$ cat src/rtl/stopwatch_display.sv
// stopwatch_display: samples the stopwatch minute/second count and state, converts the
// binary count to BCD with a sequential shift-add-3 engine, and drives a 5-digit
// multiplexed seven-segment display as MMM.SS that blinks while the stopwatch is paused.
// Optional feature macro: STOPWATCH_DISP_LZB_EN enables leading-zero blanking of the
// minute hundreds/tens digits.
module stopwatch_display #(
    parameter int unsigned SCAN_DIV  = 1000,
    parameter int unsigned BLINK_DIV = 25_000_000
) (
    input  logic       clk,
    input  logic       reset,
    input  logic [7:0] minute,
    input  logic [5:0] seconds,
    input  logic [1:0] state,
    output logic [6:0] seg,
    output logic [4:0] an,
    output logic       dp
);

    localparam int unsigned ScanW  = $clog2(SCAN_DIV);
    localparam int unsigned BlinkW = $clog2(BLINK_DIV);
    localparam logic [ScanW-1:0]  ScanLast  = ScanW'(SCAN_DIV - 1);
    localparam logic [BlinkW-1:0] BlinkLast = BlinkW'(BLINK_DIV - 1);

    localparam logic [1:0] StatePaused = 2'b10;

    typedef enum logic [1:0] {
        CvCap,
        CvShift,
        CvLoad
    } cv_state_e;

    // Converter state
    cv_state_e        cv_q, cv_d;
    logic [2:0]       shift_cnt_q, shift_cnt_d;
    logic [7:0]       min_bin_q, min_bin_d;
    logic [7:0]       sec_bin_q, sec_bin_d;
    logic [11:0]      min_acc_q, min_acc_d;
    logic [7:0]       sec_acc_q, sec_acc_d;
    logic [11:0]      min_adj;
    logic [7:0]       sec_adj;

    // Digit registers: [0] sec ones, [1] sec tens, [2] min ones, [3] min tens, [4] min hundreds
    logic [4:0][3:0]  digit_q, digit_d;

    // Scan and blink state
    logic [ScanW-1:0]  presc_q, presc_d;
    logic [2:0]        idx_q, idx_d;
    logic [BlinkW-1:0] blink_q, blink_d;
    logic              phase_q, phase_d;
    logic              paused;

    // Output registers
    logic [6:0] seg_q, seg_d;
    logic [4:0] an_q, an_d;
    logic       dp_q, dp_d;
    logic [3:0] cur_digit;
    logic       blank;

    // Add 3 to a BCD nibble that would overflow past 9 after the next shift.
    function automatic logic [3:0] bcd_adj(input logic [3:0] n);
        return (n >= 4'd5) ? n + 4'd3 : n;
    endfunction

    // Seven-segment encoding, gfedcba, active-high; non-decimal codes show blank.
    function automatic logic [6:0] seg_encode(input logic [3:0] d);
        logic [6:0] s;
        case (d)
            4'd0:    s = 7'h3F;
            4'd1:    s = 7'h06;
            4'd2:    s = 7'h5B;
            4'd3:    s = 7'h4F;
            4'd4:    s = 7'h66;
            4'd5:    s = 7'h6D;
            4'd6:    s = 7'h7D;
            4'd7:    s = 7'h07;
            4'd8:    s = 7'h7F;
            4'd9:    s = 7'h6F;
            default: s = 7'h00;
        endcase
        return s;
    endfunction

    // Converter: next state and shift-add-3 datapath
    always_comb begin
        cv_d        = cv_q;
        shift_cnt_d = shift_cnt_q;
        min_bin_d   = min_bin_q;
        sec_bin_d   = sec_bin_q;
        min_acc_d   = min_acc_q;
        sec_acc_d   = sec_acc_q;
        digit_d     = digit_q;
        min_adj     = {bcd_adj(min_acc_q[11:8]), bcd_adj(min_acc_q[7:4]),
                       bcd_adj(min_acc_q[3:0])};
        sec_adj     = {bcd_adj(sec_acc_q[7:4]), bcd_adj(sec_acc_q[3:0])};
        unique case (cv_q)
            CvCap: begin
                min_bin_d   = minute;
                sec_bin_d   = {2'b00, seconds};
                min_acc_d   = '0;
                sec_acc_d   = '0;
                shift_cnt_d = '0;
                cv_d        = CvShift;
            end
            CvShift: begin
                min_acc_d   = {min_adj[10:0], min_bin_q[7]};
                sec_acc_d   = {sec_adj[6:0], sec_bin_q[7]};
                min_bin_d   = {min_bin_q[6:0], 1'b0};
                sec_bin_d   = {sec_bin_q[6:0], 1'b0};
                shift_cnt_d = shift_cnt_q + 3'd1;
                if (shift_cnt_q == 3'd7) begin
                    cv_d = CvLoad;
                end
            end
            CvLoad: begin
                // Digits update only here, so they never show a partial conversion.
                digit_d = {min_acc_q[11:8], min_acc_q[7:4], min_acc_q[3:0],
                           sec_acc_q[7:4], sec_acc_q[3:0]};
                cv_d    = CvCap;
            end
            default: begin
                cv_d = CvCap;
            end
        endcase
    end

    // Converter and digit registers
    always_ff @(posedge clk or negedge reset) begin
        if (!reset) begin
            cv_q        <= CvCap;
            shift_cnt_q <= '0;
            min_bin_q   <= '0;
            sec_bin_q   <= '0;
            min_acc_q   <= '0;
            sec_acc_q   <= '0;
            digit_q     <= '0;
        end else begin
            cv_q        <= cv_d;
            shift_cnt_q <= shift_cnt_d;
            min_bin_q   <= min_bin_d;
            sec_bin_q   <= sec_bin_d;
            min_acc_q   <= min_acc_d;
            sec_acc_q   <= sec_acc_d;
            digit_q     <= digit_d;
        end
    end

    // Scan prescaler/index and pause blink counter next state
    always_comb begin
        presc_d = presc_q + 1'b1;
        idx_d   = idx_q;
        if (presc_q == ScanLast) begin
            presc_d = '0;
            idx_d   = (idx_q == 3'd4) ? 3'd0 : idx_q + 3'd1;
        end

        paused  = (state == StatePaused);
        blink_d = '0;
        phase_d = 1'b0;
        if (paused) begin
            phase_d = phase_q;
            if (blink_q == BlinkLast) begin
                blink_d = '0;
                phase_d = ~phase_q;
            end else begin
                blink_d = blink_q + 1'b1;
            end
        end
    end

    // Scan and blink registers
    always_ff @(posedge clk or negedge reset) begin
        if (!reset) begin
            presc_q <= '0;
            idx_q   <= '0;
            blink_q <= '0;
            phase_q <= 1'b0;
        end else begin
            presc_q <= presc_d;
            idx_q   <= idx_d;
            blink_q <= blink_d;
            phase_q <= phase_d;
        end
    end

    // Output next state: selected digit encoding, one-hot enable, separator point
    always_comb begin
        cur_digit = digit_q[idx_q];
`ifdef STOPWATCH_DISP_LZB_EN
        blank = ((idx_q == 3'd4) && (digit_q[4] == 4'd0)) ||
                ((idx_q == 3'd3) && (digit_q[4] == 4'd0) && (digit_q[3] == 4'd0));
`else
        blank = 1'b0;
`endif
        seg_d = blank ? 7'h00 : seg_encode(cur_digit);
        an_d  = phase_q ? 5'b00000 : (5'b00001 << idx_q);
        dp_d  = (idx_q == 3'd2);
    end

    // Registered display outputs
    always_ff @(posedge clk or negedge reset) begin
        if (!reset) begin
            seg_q <= '0;
            an_q  <= '0;
            dp_q  <= 1'b0;
        end else begin
            seg_q <= seg_d;
            an_q  <= an_d;
            dp_q  <= dp_d;
        end
    end

    assign seg = seg_q;
    assign an  = an_q;
    assign dp  = dp_q;

endmodule
$ cat config.mk
export PLATFORM = sky130hd
export DESIGN_NAME = stopwatch_display
export DESIGN_NICKNAME = d
export VERILOG_FILES = /design/src/rtl/stopwatch_display.sv
export SDC_FILE = /design/constraint.sdc
export NUM_CORES = 1
export LEC_CHECK = 0
export CAP_MARGIN = 20
export CORE_ASPECT_RATIO = 1.25
export CORE_MARGIN = 3
export CORE_UTILIZATION = 50
export CTS_BUF_LIST = sky130_fd_sc_hd__clkbuf_16
export DETAILED_ROUTE_END_ITERATION = 16
export PLACE_DENSITY = 0.77
export SETUP_SLACK_MARGIN = 0.1
export SYNTH_ARGS = -nofsm -noshare
export SYNTH_HDL_FRONTEND = slang
export SYNTH_SLANG_ARGS = --single-unit
$ cat constraint.sdc
create_clock -name clk -period 2.5 [get_ports clk]
set_clock_uncertainty 0.05 [all_clocks]
set_input_delay 0.25 -clock clk [delete_from_list [all_inputs] [get_ports clk]]
set_output_delay 0.25 -clock clk [all_outputs]
set_load 0.05 [all_outputs]
==> impl_metrics.toml, run 1 <==
[synth]
yosysSeqAreaShare = 0.509
syn_area_um2 = 5560
synth_edf_count = 0
yosysWarnings = 0
synth_area_leader_cell = "dfrtp_1"
synthArstFlopShare = 1.00
synth_cell_types = 50
ys.flop_type = "dfrtp_1"
synth_area_leaders = "dfrtp_1, ha_1, o21ai_0"
avgSynthCellArea_um2 = 10.5
synth_top_cell_area_share = 0.509
netlist_instances = 527
synth_fp_nets = 570
synth-seq-cells = 113

[clock_tree]
cts.clk_slew.worst_paths_ps = 50
htreeDepth = 4
cts_hold_buf = 1
cts_tree = "done"
clkLatencyLatePin_ps = 410
clockRootBuffer = "clkbuf_16"
cts_resized = 0
clockBufferDepth = 2
post_cts_buffers = 0
cts.sinks = 113
cts_made_buffers = 17

[critical_path]
r2r_cells = 6
cpPeakStageDelay_ps = 640
crit_fanout = 10
crit_path_end_kind = "flip-flop"
crit_required_ps = 2740
cp.arrival_ps = 2390
cp_slowest_cell = "nor4b_4"
rrSetupSlack_ps = 350
path_cells = "ha_1 -> nand2_1 -> nor2_2 -> nand2_2 -> nor4b_4 -> mux2_4"
crit_type = "flip-flop to flip-flop"
r2r-end = "idx_q[0]"
crit_path_start_kind = "flip-flop"
r2r_start = "presc_q[0]"

[sta]
slew_headroom = 0.528
worst_pin_slew_ps = 707
tns_ps = 0
period_share = 0.859
timing.final.max_slew_violations = 0
hold_viol = 0
rsz0062_at_grt = "no"
setup_viol = 0
period_needed_ps = 2150
clock.fmax_mhz = 466

[placement]
postPlaceCellArea_um2 = 5990
dpl.hpwl_um = 7040
place_congestion = 0.804
port_buffers = 30

[grt]
grt_max_degree = 48
grt_pass1_wl_um = 18300
antenna_found_initial = 0
gr-total-overflow = 0
grt_pass1_vias = 3980
track_usage = 0.184

[detailed_routing]
wl_per_cell_um = 14.7
drt_iter0_drc = 146
routed_wl_um = 10400
drc = 0
postRouteAntennaNets = 0
dr.pass1.iters = 4
viasPerCell = 5.35
vias = 3793

[final_layout]
antennaDiodeCount = 0
fin_area_um2 = 6670
final_net_count = 607
syn_to_final_growth_pct = 20.0
layout-drive-gt1-share = 0.121
fill_cells = 860
final_util = 0.622

[floorplanning]
die_area_um2 = 12400
io-pin-count = 31
start_util = 0.518
design.core.area_um2 = 10700
rows = 42
chipWidth_um = 100
fp.dieH_um = 124

[power_and_ir_drop]
p_per_area_nw_per_um2 = 868
ir_drop_v = 0.000427
power.leakage_uw = 0.00292

[job]
maxCapViolations = 0

[status]
status = "completed"

[worst_hold_path]
hold_class = "input port to asynchronous set/reset pin"
[cells by family (layout without fill, tap and decap cells)]
family          Yosys count  in the layout  share of synthesized area
buf+inv                  44             94                     0.0351
fa+ha+maj                25             25                     0.0563
mux                      35             35                     0.0684
compound gates           88             88                     0.0898
flops                   113            113                      0.509
xor+xnor                 38             38                     0.0599
simple gates            184            184                      0.182
[per-stage QoR]
stage	power, µW	std cells	worst slack [ps]	hold slack [ps]
after floorplan	2760	527	566	-95.6
after global placement	3010	676	478	243
after detailed placement	3070	676	366	251
after CTS	5830	709	337	357
after global routing	6030	709	191	368
final	5790	709	352	351
[synthesized netlist by cell type (14+ instances only)]
| cell | count |
|---|---|
| xor2_1 | 15 |
| mux2i_1 | 20 |
| ha_1 | 25 |
| inv_1 | 22 |
| nor2_1 | 43 |
| xnor2_1 | 23 |
| clkbuf_1 | 14 |
| a21oi_1 | 18 |
| o21ai_0 | 52 |
| dfrtp_1 | 113 |
| nand2_1 | 65 |
| nand3_1 | 15 |
[sequential cells by signal, indices dropped and copies added (netlist names)]
register	cells
an	5
blink_q	25
cv_q	2
digit_q	20
dp	1
idx_q	3
min_acc_q	12
min_bin_q	8
phase_q	1
presc_q	10
sec_acc_q	8
sec_bin_q	8
seg	7
shift_cnt_q	3
[layout make-up]
cell class	instances	area, µm²	area share
repair buffers	40	388	0.0582
inverters	22	82.6	0.0124
clock buffers	17	425	0.0638
flip-flops and latches	113	2830	0.424
clock inverters	15	245	0.0368
multi-input cells	370	2530	0.380
well taps	132	165	0.0248
[placed cells by master, fill, tap and decap left out, drive strengths merged, types with 2 or more instances in the layout]
| master | Yosys | final |
|---|---|---|
| a21oi | 19 | 19 |
| a22o | 3 | 3 |
| a22oi | 2 | 2 |
| and2 | 2 | 2 |
| and4 | 3 | 3 |
| buf | 8 | 10 |
| bufinv | 0 | 7 |
| clkbuf | 14 | 17 |
| clkdlybuf4s50 | 0 | 29 |
| clkinv | 0 | 6 |
| dfrtp | 113 | 113 |
| ha | 25 | 25 |
| inv | 22 | 23 |
| mux2 | 15 | 15 |
| mux2i | 20 | 20 |
| nand2 | 67 | 67 |
| nand2b | 9 | 9 |
| nand3 | 16 | 16 |
| nand3b | 4 | 4 |
| nand4 | 6 | 6 |
| nor2 | 45 | 45 |
| nor2b | 5 | 5 |
| nor3 | 2 | 2 |
| nor3b | 8 | 8 |
| nor4 | 6 | 6 |
| nor4b | 5 | 5 |
| o21ai | 52 | 52 |
| o22ai | 5 | 5 |
| o31ai | 4 | 4 |
| or3 | 3 | 3 |
| xnor2 | 23 | 23 |
| xor2 | 15 | 15 |
[metal layers]
metal	share of wire	GRT usage	vias up
met5	0	0	-
met4	0.015	0.0800	0
met3	0.029	0.0364	15
met2	0.53	0.317	56
met1	0.43	0.224	1853
li1	-	-	1869
[worst max-delay path, delay by kind of cell (launching register included)]
family	cells	cell delay, ps
multiplexers	1	360
adder cells (fa/ha/maj)	1	240
flip-flops	1	370
AND/OR/NAND/NOR	4	1010
[worst max path at each step]
stage / startpoint / endpoint / slack [ps] / cells past startpoint
floorplan: idx_q[1] / seg[0] / 570 / 7
global placement: presc_q[0] / idx_q[1] / 480 / 6
detailed placement: presc_q[0] / idx_q[0] / 370 / 6
CTS: presc_q[0] / idx_q[0] / 340 / 6
global route: idx_q[2] / seg[2] / 190 / 8
finish: presc_q[0] / idx_q[0] / 350 / 6
[report_power, final]
part | internal (µW) | switching, µW | total (µW)
logic | 343 | 536 | 879
registers | 2020 | 145 | 2160
clock network | 1940 | 804 | 2750
(Power assumes the default switching activity.)
==> run 2: changes to the inputs <==
- RECOVER_POWER: not set -> 25
==> run 2 against run 1 <==
Critical path type unchanged. Design area barely moved. Non-clock buffer count did not move. Clock power barely moved. Register-to-register slack barely moved. Die area did not move.
==> impl_metrics.toml, run 2 (synthesis gave the netlist of run 1 again) <==
[job]
maxCapViolations = 0

[clock_tree]
cts.clk_slew.worst_paths_ps = 50
clockBufferDepth = 2
clkLatencyLatePin_ps = 400
cts_tree = "done"
htreeDepth = 4
cts_hold_buf = 1
clockRootBuffer = "clkbuf_16"
post_cts_buffers = 0
cts_resized = 0
cts.sinks = 113
cts_made_buffers = 17

[floorplanning]
rows = 42
chipWidth_um = 100
die_area_um2 = 12400
start_util = 0.518
io-pin-count = 31
design.core.area_um2 = 10700
fp.dieH_um = 124

[grt]
grt_max_degree = 48
grt_pass1_vias = 3980
antenna_found_initial = 0
grt_pass1_wl_um = 18300
track_usage = 0.184
gr-total-overflow = 0

[critical_path]
critPathBufInv = 0
rrSetupSlack_ps = 350
path_depth = 6
path_cells = "ha_1 -> nand2_1 -> nor2_2 -> nand2_2 -> nor4b_4 -> mux2_4"
cp_slowest_cell = "nor4b_4"
cp.arrival_ps = 2380
crit_required_ps = 2740
r2r_cells = 6
crit_fanout = 10
crit_path_end_kind = "flip-flop"
critical_path.top_delay_family = "simple AND/OR/NAND/NOR gates"
cpPeakStageDelay_ps = 640
crit_type = "flip-flop to flip-flop"
crit_path_start_kind = "flip-flop"

[detailed_routing]
vias = 3785
drt_iter0_drc = 145
viasPerCell = 5.34
wl_per_cell_um = 14.7
routed_wl_um = 10500
postRouteAntennaNets = 0
dr.pass1.iters = 4
drc = 0

[sta]
finalWorstSetupSlack_ps = 352
slew_headroom = 0.211
period_needed_ps = 2150
setup_viol = 0
clock.fmax_mhz = 466
timing.final.max_slew_violations = 0
hold_viol = 0
tns_ps = 0
worst_pin_slew_ps = 1180
rsz0062_at_grt = "no"
period_share = 0.859

[final_layout]
top_regs = "blink_q (25), digit_q (20), min_acc_q (12)"
final_cell_mix = "dfrtp_1, nand2_1, o21ai_0, nor2_1, clkdlybuf4s50_1"
syn_to_final_growth_pct = 19.9
layout_commonest_cell = "dfrtp_1"
largest_register_ffs = 25
layout-drive-gt1-share = 0.120
final_net_count = 607
regMostFlops = "blink_q"
antennaDiodeCount = 0

[power_and_ir_drop]
ir_drop_v = 0.000427
power.leakage_uw = 0.00291
p_per_area_nw_per_um2 = 869

[status]
status = "completed"

[placement]
dpl.hpwl_um = 7040
pre_cts_slack_ps = 366
place_congestion = 0.804
port_buffers = 30

[worst_hold_path]
min_path_cells = 2
hold_class = "input port to flip-flop"
==> run 2: final timing paths <==
path,startpoint,to
setup reg to reg,presc_q[0],idx_q[0]
hold / removal,state[0],phase_q
min in group asynchronous,reset,blink_q[21]
hold reg to reg,presc_q[0],presc_q[0]
setup / recovery,presc_q[0],idx_q[0]
max in group asynchronous,reset,sec_acc_q[7]
==> run 2: through the flow <==
step                instances  hold slack [ps]   util  instance area (µm²)  total power (µW)
finish                    709              369  0.621                 6660              5790
detailed placement        676              251  0.559                 5990              3070
global placement          676              243  0.559                 5990              3010
global route              709              368  0.621                 6660              6030
floorplan                 527            -95.6      -                 5560              2760
CTS                       709              357  0.622                 6670              5830
==> run 2: per-layer routing <==
metal  GRT usage  share of wire
met1       0.224           0.43
met2       0.317           0.53
met3      0.0364          0.028
met4      0.0800          0.015
met5           0              0
==> run 2: cell type report <==
class | instances | area [µm²]
fillers | 861 | 4060
flip-flops and latches | 113 | 2830
multi-input cells | 370 | 2530
clock buffers | 17 | 425
repair buffers | 40 | 382
clock inverters | 15 | 245
well taps | 132 | 165
inverters | 22 | 82.6
==> run 2: worst register-to-register path, cell delays in order, from the launching register on <==
cell	delay [ps]
dfrtp_1	370
ha_1	250
nand2_1	90
nor2_2	190
nand2_2	90
nor4b_4	640
mux2_4	360
==> run 2: report_power, final <==
part / switching, µW / internal [µW]
Clock: 804 / 1940
Sequential: 145 / 2020
Combinational: 536 / 342
Total: 1490 / 4300
==> run 3: changes to the inputs <==
- SLEW_MARGIN: not set -> 20
==> results of run 3 <==
No change in the layout: final DEF, timing and power equal those of run 2.
